### src/rtl/xge_wb_pkg.sv
// Shared types and constants for the xge_mac Wishbone config-bus arbiter.
package xge_wb_pkg;

  typedef enum logic [1:0] {
    StIdle,
    StBus,
    StDone
  } arb_state_e;

  localparam int unsigned WB_ADDR_W       = 8;
  localparam int unsigned WB_DATA_W       = 32;
  localparam logic [31:0] WB_TIMEOUT_DATA = 32'hDEAD_BEEF;

endpackage

### src/rtl/xge_wb_cfg_arbiter_if.sv
// Wishbone master-side bundle between the config arbiter and the xge_mac register port.
interface xge_wb_cfg_arbiter_if #(
  parameter int unsigned ADDR_W = xge_wb_pkg::WB_ADDR_W,
  parameter int unsigned DATA_W = xge_wb_pkg::WB_DATA_W
);

  logic              cyc;
  logic              stb;
  logic              we;
  logic [ADDR_W-1:0] adr;
  logic [DATA_W-1:0] wdat;
  logic [DATA_W-1:0] rdat;
  logic              ack;

  modport master (
    output cyc, stb, we, adr, wdat,
    input  rdat, ack
  );

  modport slave (
    input  cyc, stb, we, adr, wdat,
    output rdat, ack
  );

endinterface

### src/rtl/xge_rr_picker.sv
// Combinational round-robin picker: first set request at or after ptr, wrapping.
module xge_rr_picker #(
  parameter int unsigned NUM_REQ = 2,
  parameter int unsigned IDX_W   = (NUM_REQ > 1) ? $clog2(NUM_REQ) : 1
) (
  input  logic [NUM_REQ-1:0] req_i,
  input  logic [IDX_W-1:0]   ptr_i,
  output logic [NUM_REQ-1:0] gnt_o,
  output logic [IDX_W-1:0]   idx_o,
  output logic               any_o
);

  logic [IDX_W-1:0] j;

  always_comb begin
    any_o = 1'b0;
    idx_o = '0;
    gnt_o = '0;
    j     = '0;
    for (int unsigned i = 0; i < NUM_REQ; i++) begin
      j = IDX_W'((32'(ptr_i) + i) % NUM_REQ);
      if (!any_o && req_i[j]) begin
        any_o = 1'b1;
        idx_o = j;
      end
    end
    gnt_o[idx_o] = any_o;
  end

endmodule

### src/rtl/xge_wb_cfg_arbiter.sv
// Round-robin arbiter sharing the xge_mac Wishbone register port among NUM_REQ requesters.
// Optional ack watchdog enabled by defining WB_ARB_TIMEOUT_EN.
module xge_wb_cfg_arbiter
  import xge_wb_pkg::*;
#(
  parameter int unsigned NUM_REQ     = 2,
  parameter int unsigned ADDR_W      = WB_ADDR_W,
  parameter int unsigned DATA_W      = WB_DATA_W,
  parameter int unsigned TIMEOUT_CYC = 255
) (
  input  logic                      wb_clk_i,
  input  logic                      wb_rst_i,
  input  logic [NUM_REQ-1:0]        req_i,
  input  logic [NUM_REQ-1:0]        req_we_i,
  input  logic [NUM_REQ*ADDR_W-1:0] req_adr_i,
  input  logic [NUM_REQ*DATA_W-1:0] req_dat_i,
  output logic [NUM_REQ-1:0]        done_o,
  output logic [NUM_REQ-1:0]        err_o,
  output logic [DATA_W-1:0]         rdat_o,
  xge_wb_cfg_arbiter_if.master      wb
);

  localparam int unsigned IDX_W = (NUM_REQ > 1) ? $clog2(NUM_REQ) : 1;

  if (NUM_REQ < 2 || NUM_REQ > 8 || TIMEOUT_CYC < 1) begin : g_bad_params
    $error("xge_wb_cfg_arbiter: unsupported parameter value");
  end

  arb_state_e state_q, state_d;
  logic [IDX_W-1:0]   ptr_q, ptr_d;
  logic [IDX_W-1:0]   gidx_q, gidx_d;
  logic               cyc_q, cyc_d;
  logic               we_q, we_d;
  logic [ADDR_W-1:0]  adr_q, adr_d;
  logic [DATA_W-1:0]  wdat_q, wdat_d;
  logic [DATA_W-1:0]  rdat_q, rdat_d;
  logic [NUM_REQ-1:0] done_q, done_d;

  logic [NUM_REQ-1:0] pick_gnt;
  logic [IDX_W-1:0]   pick_idx;
  logic               pick_any;
  logic [IDX_W-1:0]   ptr_nxt;
  logic               sel_we;
  logic [ADDR_W-1:0]  sel_adr;
  logic [DATA_W-1:0]  sel_wdat;

  xge_rr_picker #(
    .NUM_REQ (NUM_REQ),
    .IDX_W   (IDX_W)
  ) u_picker (
    .req_i (req_i),
    .ptr_i (ptr_q),
    .gnt_o (pick_gnt),
    .idx_o (pick_idx),
    .any_o (pick_any)
  );

  // One-hot AND-OR select of the winning requester's command.
  always_comb begin
    sel_we   = 1'b0;
    sel_adr  = '0;
    sel_wdat = '0;
    for (int unsigned k = 0; k < NUM_REQ; k++) begin
      if (pick_gnt[k]) begin
        sel_we   = req_we_i[k];
        sel_adr  = req_adr_i[k*ADDR_W +: ADDR_W];
        sel_wdat = req_dat_i[k*DATA_W +: DATA_W];
      end
    end
  end

  assign ptr_nxt = (pick_idx == IDX_W'(NUM_REQ - 1)) ? '0 : pick_idx + IDX_W'(1);

`ifdef WB_ARB_TIMEOUT_EN
  localparam int unsigned CNT_W = $clog2(TIMEOUT_CYC + 1);
  logic [CNT_W-1:0]   cnt_q, cnt_d;
  logic [NUM_REQ-1:0] err_q, err_d;
`endif

  always_comb begin
    state_d = state_q;
    ptr_d   = ptr_q;
    gidx_d  = gidx_q;
    cyc_d   = cyc_q;
    we_d    = we_q;
    adr_d   = adr_q;
    wdat_d  = wdat_q;
    rdat_d  = rdat_q;
    done_d  = '0;
`ifdef WB_ARB_TIMEOUT_EN
    err_d   = '0;
    cnt_d   = cnt_q;
`endif
    unique case (state_q)
      StIdle: begin
        if (pick_any) begin
          gidx_d  = pick_idx;
          we_d    = sel_we;
          adr_d   = sel_adr;
          wdat_d  = sel_wdat;
          cyc_d   = 1'b1;
          ptr_d   = ptr_nxt;
          state_d = StBus;
`ifdef WB_ARB_TIMEOUT_EN
          cnt_d   = '0;
`endif
        end
      end
      StBus: begin
        if (wb.ack) begin
          cyc_d          = 1'b0;
          done_d[gidx_q] = 1'b1;
          if (!we_q) rdat_d = wb.rdat;
          state_d        = StDone;
        end
`ifdef WB_ARB_TIMEOUT_EN
        // cnt_q counts BUS cycles already spent; the TIMEOUT_CYC-th one without ack gives up.
        else if (cnt_q == CNT_W'(TIMEOUT_CYC - 1)) begin
          cyc_d          = 1'b0;
          done_d[gidx_q] = 1'b1;
          err_d[gidx_q]  = 1'b1;
          rdat_d         = DATA_W'(WB_TIMEOUT_DATA);
          state_d        = StDone;
        end else begin
          cnt_d = cnt_q + CNT_W'(1);
        end
`endif
      end
      StDone:  state_d = StIdle;
      default: state_d = StIdle;
    endcase
  end

  always_ff @(posedge wb_clk_i) begin
    if (wb_rst_i) begin
      state_q <= StIdle;
      ptr_q   <= '0;
      gidx_q  <= '0;
      cyc_q   <= 1'b0;
      we_q    <= 1'b0;
      adr_q   <= '0;
      wdat_q  <= '0;
      rdat_q  <= '0;
      done_q  <= '0;
    end else begin
      state_q <= state_d;
      ptr_q   <= ptr_d;
      gidx_q  <= gidx_d;
      cyc_q   <= cyc_d;
      we_q    <= we_d;
      adr_q   <= adr_d;
      wdat_q  <= wdat_d;
      rdat_q  <= rdat_d;
      done_q  <= done_d;
    end
  end

`ifdef WB_ARB_TIMEOUT_EN
  always_ff @(posedge wb_clk_i) begin
    if (wb_rst_i) begin
      cnt_q <= '0;
      err_q <= '0;
    end else begin
      cnt_q <= cnt_d;
      err_q <= err_d;
    end
  end

  assign err_o = err_q;
`else
  assign err_o = '0;
`endif

  assign done_o  = done_q;
  assign rdat_o  = rdat_q;
  assign wb.cyc  = cyc_q;
  assign wb.stb  = cyc_q;
  assign wb.we   = we_q;
  assign wb.adr  = adr_q;
  assign wb.wdat = wdat_q;

endmodule

### src/flat_wrapper.sv
// flat-port wrapper written by rule: the top's interface ports become plain ports
module xge_wb_cfg_arbiter_flat import xge_wb_pkg::*;
#(
  parameter int unsigned NUM_REQ     = 2,
  parameter int unsigned ADDR_W      = WB_ADDR_W,
  parameter int unsigned DATA_W      = WB_DATA_W,
  parameter int unsigned TIMEOUT_CYC = 255
)
  (wb_clk_i, wb_rst_i, req_i, req_we_i, req_adr_i, req_dat_i, done_o, err_o, rdat_o, wb_cyc, wb_stb, wb_we, wb_adr, wb_wdat, wb_rdat, wb_ack);
  xge_wb_cfg_arbiter_if #(.ADDR_W(ADDR_W), .DATA_W(DATA_W)) wb_i ();
  input  logic wb_clk_i;
  input  logic wb_rst_i;
  input  logic [NUM_REQ-1:0] req_i;
  input  logic [NUM_REQ-1:0] req_we_i;
  input  logic [NUM_REQ*ADDR_W-1:0] req_adr_i;
  input  logic [NUM_REQ*DATA_W-1:0] req_dat_i;
  output logic [NUM_REQ-1:0] done_o;
  output logic [NUM_REQ-1:0] err_o;
  output logic [DATA_W-1:0] rdat_o;
  output wire logic [$bits(wb_i.cyc)-1:0] wb_cyc;
  output wire logic [$bits(wb_i.stb)-1:0] wb_stb;
  output wire logic [$bits(wb_i.we)-1:0] wb_we;
  output wire logic [$bits(wb_i.adr)-1:0] wb_adr;
  output wire logic [$bits(wb_i.wdat)-1:0] wb_wdat;
  input wire logic [$bits(wb_i.rdat)-1:0] wb_rdat;
  input wire logic [$bits(wb_i.ack)-1:0] wb_ack;
  assign wb_cyc = wb_i.cyc;
  assign wb_stb = wb_i.stb;
  assign wb_we = wb_i.we;
  assign wb_adr = wb_i.adr;
  assign wb_wdat = wb_i.wdat;
  assign wb_i.rdat = wb_rdat;
  assign wb_i.ack = wb_ack;
  xge_wb_cfg_arbiter #(.NUM_REQ(NUM_REQ), .ADDR_W(ADDR_W), .DATA_W(DATA_W), .TIMEOUT_CYC(TIMEOUT_CYC)) u_core (.wb_clk_i(wb_clk_i), .wb_rst_i(wb_rst_i), .req_i(req_i), .req_we_i(req_we_i), .req_adr_i(req_adr_i), .req_dat_i(req_dat_i), .done_o(done_o), .err_o(err_o), .rdat_o(rdat_o), .wb(wb_i));
endmodule
### config.mk
export PLATFORM = sky130hd
export DESIGN_NAME = xge_wb_cfg_arbiter_flat
export DESIGN_NICKNAME = d
export VERILOG_FILES = /design/src/rtl/xge_wb_pkg.sv /design/src/rtl/xge_wb_cfg_arbiter_if.sv /design/src/rtl/xge_rr_picker.sv /design/src/rtl/xge_wb_cfg_arbiter.sv /design/src/flat_wrapper.sv
export SDC_FILE = /design/constraint.sdc
export NUM_CORES = 1
export LEC_CHECK = 0
export CAP_MARGIN = 20
export CELL_PAD_IN_SITES_DETAIL_PLACEMENT = 0
export CELL_PAD_IN_SITES_GLOBAL_PLACEMENT = 1
export CORE_MARGIN = 3
export CORE_UTILIZATION = 26
export CTS_CLUSTER_DIAMETER = 40
export DETAILED_ROUTE_END_ITERATION = 8
export PLACE_DENSITY = 0.87
export SYNTH_ARGS = -nofsm -noshare
export SYNTH_HDL_FRONTEND = slang
export SYNTH_SLANG_ARGS = --single-unit
export TNS_END_PERCENT = 1
### constraint.sdc
create_clock -name wb_clk_i -period 1.8 [get_ports wb_clk_i]
set_input_delay 0.27 -clock wb_clk_i [delete_from_list [all_inputs] [get_ports wb_clk_i]]
set_output_delay 0.27 -clock wb_clk_i [all_outputs]
set_load 0.03 [all_outputs]
==> flow_results.org <==
** Run status
- Run status :: completed

** Yosys
- Among all flip-flop cells after synthesis, the most frequent one is sky130_fd_sc_hd__dfxtp_1.
- The synthesized netlist occupies a cell area of 0.00339 sq mm.
- Summing the areas of all xor and xnor instances in the mapped netlist gives 0% of the synthesized area.
- Instance count of the mapped netlist :: 416
- Complex-gate fraction of the synthesized area :: 20.5%
- Yosys reg bits :: 80
- Summing the areas of all and, or, nand and nor instances in the mapped netlist gives 24.0% of the synthesized area.
- Summed over all instances, the cell type with the most area after synthesis is sky130_fd_sc_hd__dfxtp_1.
- The top cell type by area accounts for 47.2% of the synthesized area.
- A synthesized cell averages 8.15 sq um.
- Top post-synthesis cells by area :: sky130_fd_sc_hd__dfxtp_1 47%, sky130_fd_sc_hd__a21oi_1 11%, sky130_fd_sc_hd__a211oi_1 9.1%
- By area, the combinational part of the netlist is dominated by simple AND/OR/NAND/NOR gates.
- Of the total synthesized cell area, the portion taken by full adders, half adders and majority gates is 0%.
- Part of the Yosys area used for sequential elements :: 47.2%
- The synthesized design contains 0 enable-type register cells.
- Of all flip-flops after synthesis, the portion carrying an async set or reset was 0%.
- Ys Warns :: 0
- The synthesized netlist contains 22 unique library cells.
- Multiplexer area fraction after synthesis :: 0%

** Clock network
- At the later pin of the worst-skew pair, clock insertion delay measures 330 ps.
- After clock tree synthesis, the setup repair step added 0 buffers.
- Post-CTS Resized :: 0
- After clock tree synthesis, the clock-pin slew on the worst setup and hold paths is 60 ps.
- Number of clock buffers inserted by TritonCTS :: 9
- The H-tree was split into 3 levels.
- For this design, the CTS-stage hold fixing added 0 buffers.
- The clock passes through at most 2 buffers.
- The clock net in this run drives a total of 80 sinks.
- CTS root buf :: sky130_fd_sc_hd__clkbuf_16
- CTS tree :: done

** Floorplan
- In this run the horizontal extent of the chip is 120 microns.
- Starting density of the core :: 26.8%
- The floorplan has 41 rows.
- During I/O placement, the number of pins put on the boundary was 198.
- The die covers 0.0145 sq mm.
- Core Region :: 0.0127 sq mm
- Height of the die :: 120 microns

** STA
- Fmax :: 587 MHz
- Fin. max-slew vios :: 0
- Worst Skew :: 4.63 ps
- The worst path uses 94.6% of the clock period.
- Measured against its own limit, the worst slew margin works out to 65.7%.
- Unrepaired setup endpoints after global routing :: false
- Hold Vio Cnt, Final :: 0
- # setup viols final :: 0
- Final critical path time including I/O delays and setup :: 1700 ps
- Worst hold margin :: 322 ps
- Pin slew with the least headroom to its limit :: 515 ps

** Finish
- The finished layout holds 767 standard cells, fillers aside.
- In the final layout, the share of cells above drive strength 1 is 7.39%.
- Leaving out fill and tap cells, the most frequent cell in the layout is sky130_fd_sc_hd__clkdlybuf4s50_1.
- After filler insertion, the fill cell instance count of the layout stands at 1219.
- Footprint of the multi-input gates :: 0.00153 sq mm
- Number of diodes :: 0
- Summing all flip-flop and latch instances after layout gives 0.00160 sq mm.
- Layout area overhead :: 74.7%
- In the final design database the tool counted 709 nets.
- Most frequent cells in the layout :: 194 x sky130_fd_sc_hd__clkdlybuf4s50_1, 79 x sky130_fd_sc_hd__dfxtp_1, 76 x sky130_fd_sc_hd__a21oi_1

** Global routing
- The number of antenna violations at the first check in global routing is 0.
- The first global-routing pass estimated 18.9 mm of wire.
- Grt ovf :: 0
- Overall Global Routing Usage :: 16.3%
- The via count of the first global-routing pass came to 3725.
- Maximum number of pins on one net before global-route repair :: 49

** Routing
- For this block, the via count after detailed routing is 3806.
- In this run, the number of DRC markers left after iteration 0 of detailed routing was 208.
- Average wire per standard cell :: 15.9 microns
- After detailed routing, the number of remaining DRC violations is 0.
- Before antenna repair, the detailed router went through 4 iterations.
- The count of nets left with antenna violations once routing finished came out at 0.
- Summed over all layers, the routed wires come to 12.2 mm.
- In the routed layout, each cell is associated on average with a via count of 4.96.

** Setup path
- Of all nets on the critical path, the largest fanout is 4.
- Delay of the slowest cell on the worst path :: 720 ps
- Kind of cell adding the most delay to the critical path :: buffers and inverters
- Crit Path Class :: reg -> out
- Critical path cell sequence :: clkdlybuf4s50_1
- Buffers & Inverters on Critical Path :: 1
- Data on the critical path is required at its endpoint by 1530 ps.
- Startpoint type of the worst setup path :: register
- Data on the critical path arrives at its endpoint at 1430 ps.
- Critical Path Slowest Stage Cell :: sky130_fd_sc_hd__clkdlybuf4s50_1
- STA classifies the critical path endpoint as an output port.

** Job
- Across the run, the number of max-cap violations was 0.

** Placed design
- After legalization and detailed placement, the total HPWL measured 8.65 mm.
- Placed cell count :: 751
- Number of buffer cells added on primary ports :: 195
- RePlAce Congestion :: 0.784

** Power and ir drop
- IR analysis of the VDD net gives a maximum drop of 0.484 mV.
- Summed over all cells, the static leakage comes to 0.00204 uW.
- For this design the ratio of total power to cell area is 989 mW/mm^2.

** Worst hold path
- Worst hold path type :: in -> reg
through the flow:
stage | utilization [%] | area (sq um) | TNS, ps | power, uW | setup WS, ps
2_1_floorplan | - | 3400 | 0 | 2810 | 422
3_3_place_gp | 43.7 | 5530 | -146 | 3510 | -21.9
3_5_place_dp | 43.7 | 5530 | -835 | 3520 | -44.0
4_1_cts | 46.8 | 5920 | 0 | 5930 | 52.2
5_1_grt | 46.8 | 5920 | 0 | 6110 | 28.8
6_report | 46.8 | 5920 | 0 | 5860 | 97.0
registers in the layout, indices dropped and copies added (netlist names):
register        count
u_core.gidx_q       1
u_core.state_q      2
u_core.rdat_o      32
u_core.done_o       2
u_core.wb.cyc       1
u_core.wb.we        1
u_core.wb.adr       8
u_core.wb.wdat     32
u_core.ptr_q        1
routing by layer:
layer	track usage, %	vias up	routed length (microns)
li1	-	1858	-
met5	0	-	0
met2	26.7	154	5670
met3	4.72	17	981
met4	6.02	0	205
met1	20.4	1777	5310
report_power, final:
part           internal [uW]  total [uW]  switching, uW
registers               1930        2040            110
logic                    691        1450            756
clock network           1640        2380            738
layout make-up:
type | instances | share of cell area (%)
Multi-Input combinational cell | 283 | 25.9
Tap cell | 172 | 3.63
Clock inverter | 7 | 2.83
Sequential cell | 80 | 27.1
Timing Repair Buffer | 216 | 36.8
Clock buffer | 9 | 3.80
cells in the mapped netlist, types with 2 or more instances:
library cell               instances
sky130_fd_sc_hd__a21oi_1          76
sky130_fd_sc_hd__dfxtp_1          80
sky130_fd_sc_hd__nor2_1            4
sky130_fd_sc_hd__or3b_1            2
sky130_fd_sc_hd__buf_6             4
sky130_fd_sc_hd__nand2_1          66
sky130_fd_sc_hd__nor4_1           41
sky130_fd_sc_hd__buf_4             4
sky130_fd_sc_hd__clkbuf_1         24
sky130_fd_sc_hd__a211oi_1         41
sky130_fd_sc_hd__nor3_1           42
sky130_fd_sc_hd__buf_2            22
cell families (layout without fill, tap and decap cells):
family                 Yosys count  in the layout
other                            1              2
AND/OR/NAND/NOR                163            163
flip-flops                      80             80
AO/OA/AOI/OAI                  118            118
buffers and inverters           54            232
path summary, 6_finish.rpt:
check	end	startpoint	slack [ps]	cells past startpoint
max	wb_we	u_core.wb.we	100	1
min	u_core.rdat_o[8]	wb_rst_i	320	2
max reg2reg	u_core.wb.adr[0]	u_core.state_q[0]	260	4
min reg2reg	u_core.rdat_o[11]	u_core.rdat_o[11]	450	2
Power figures use the tool's default switching activity.
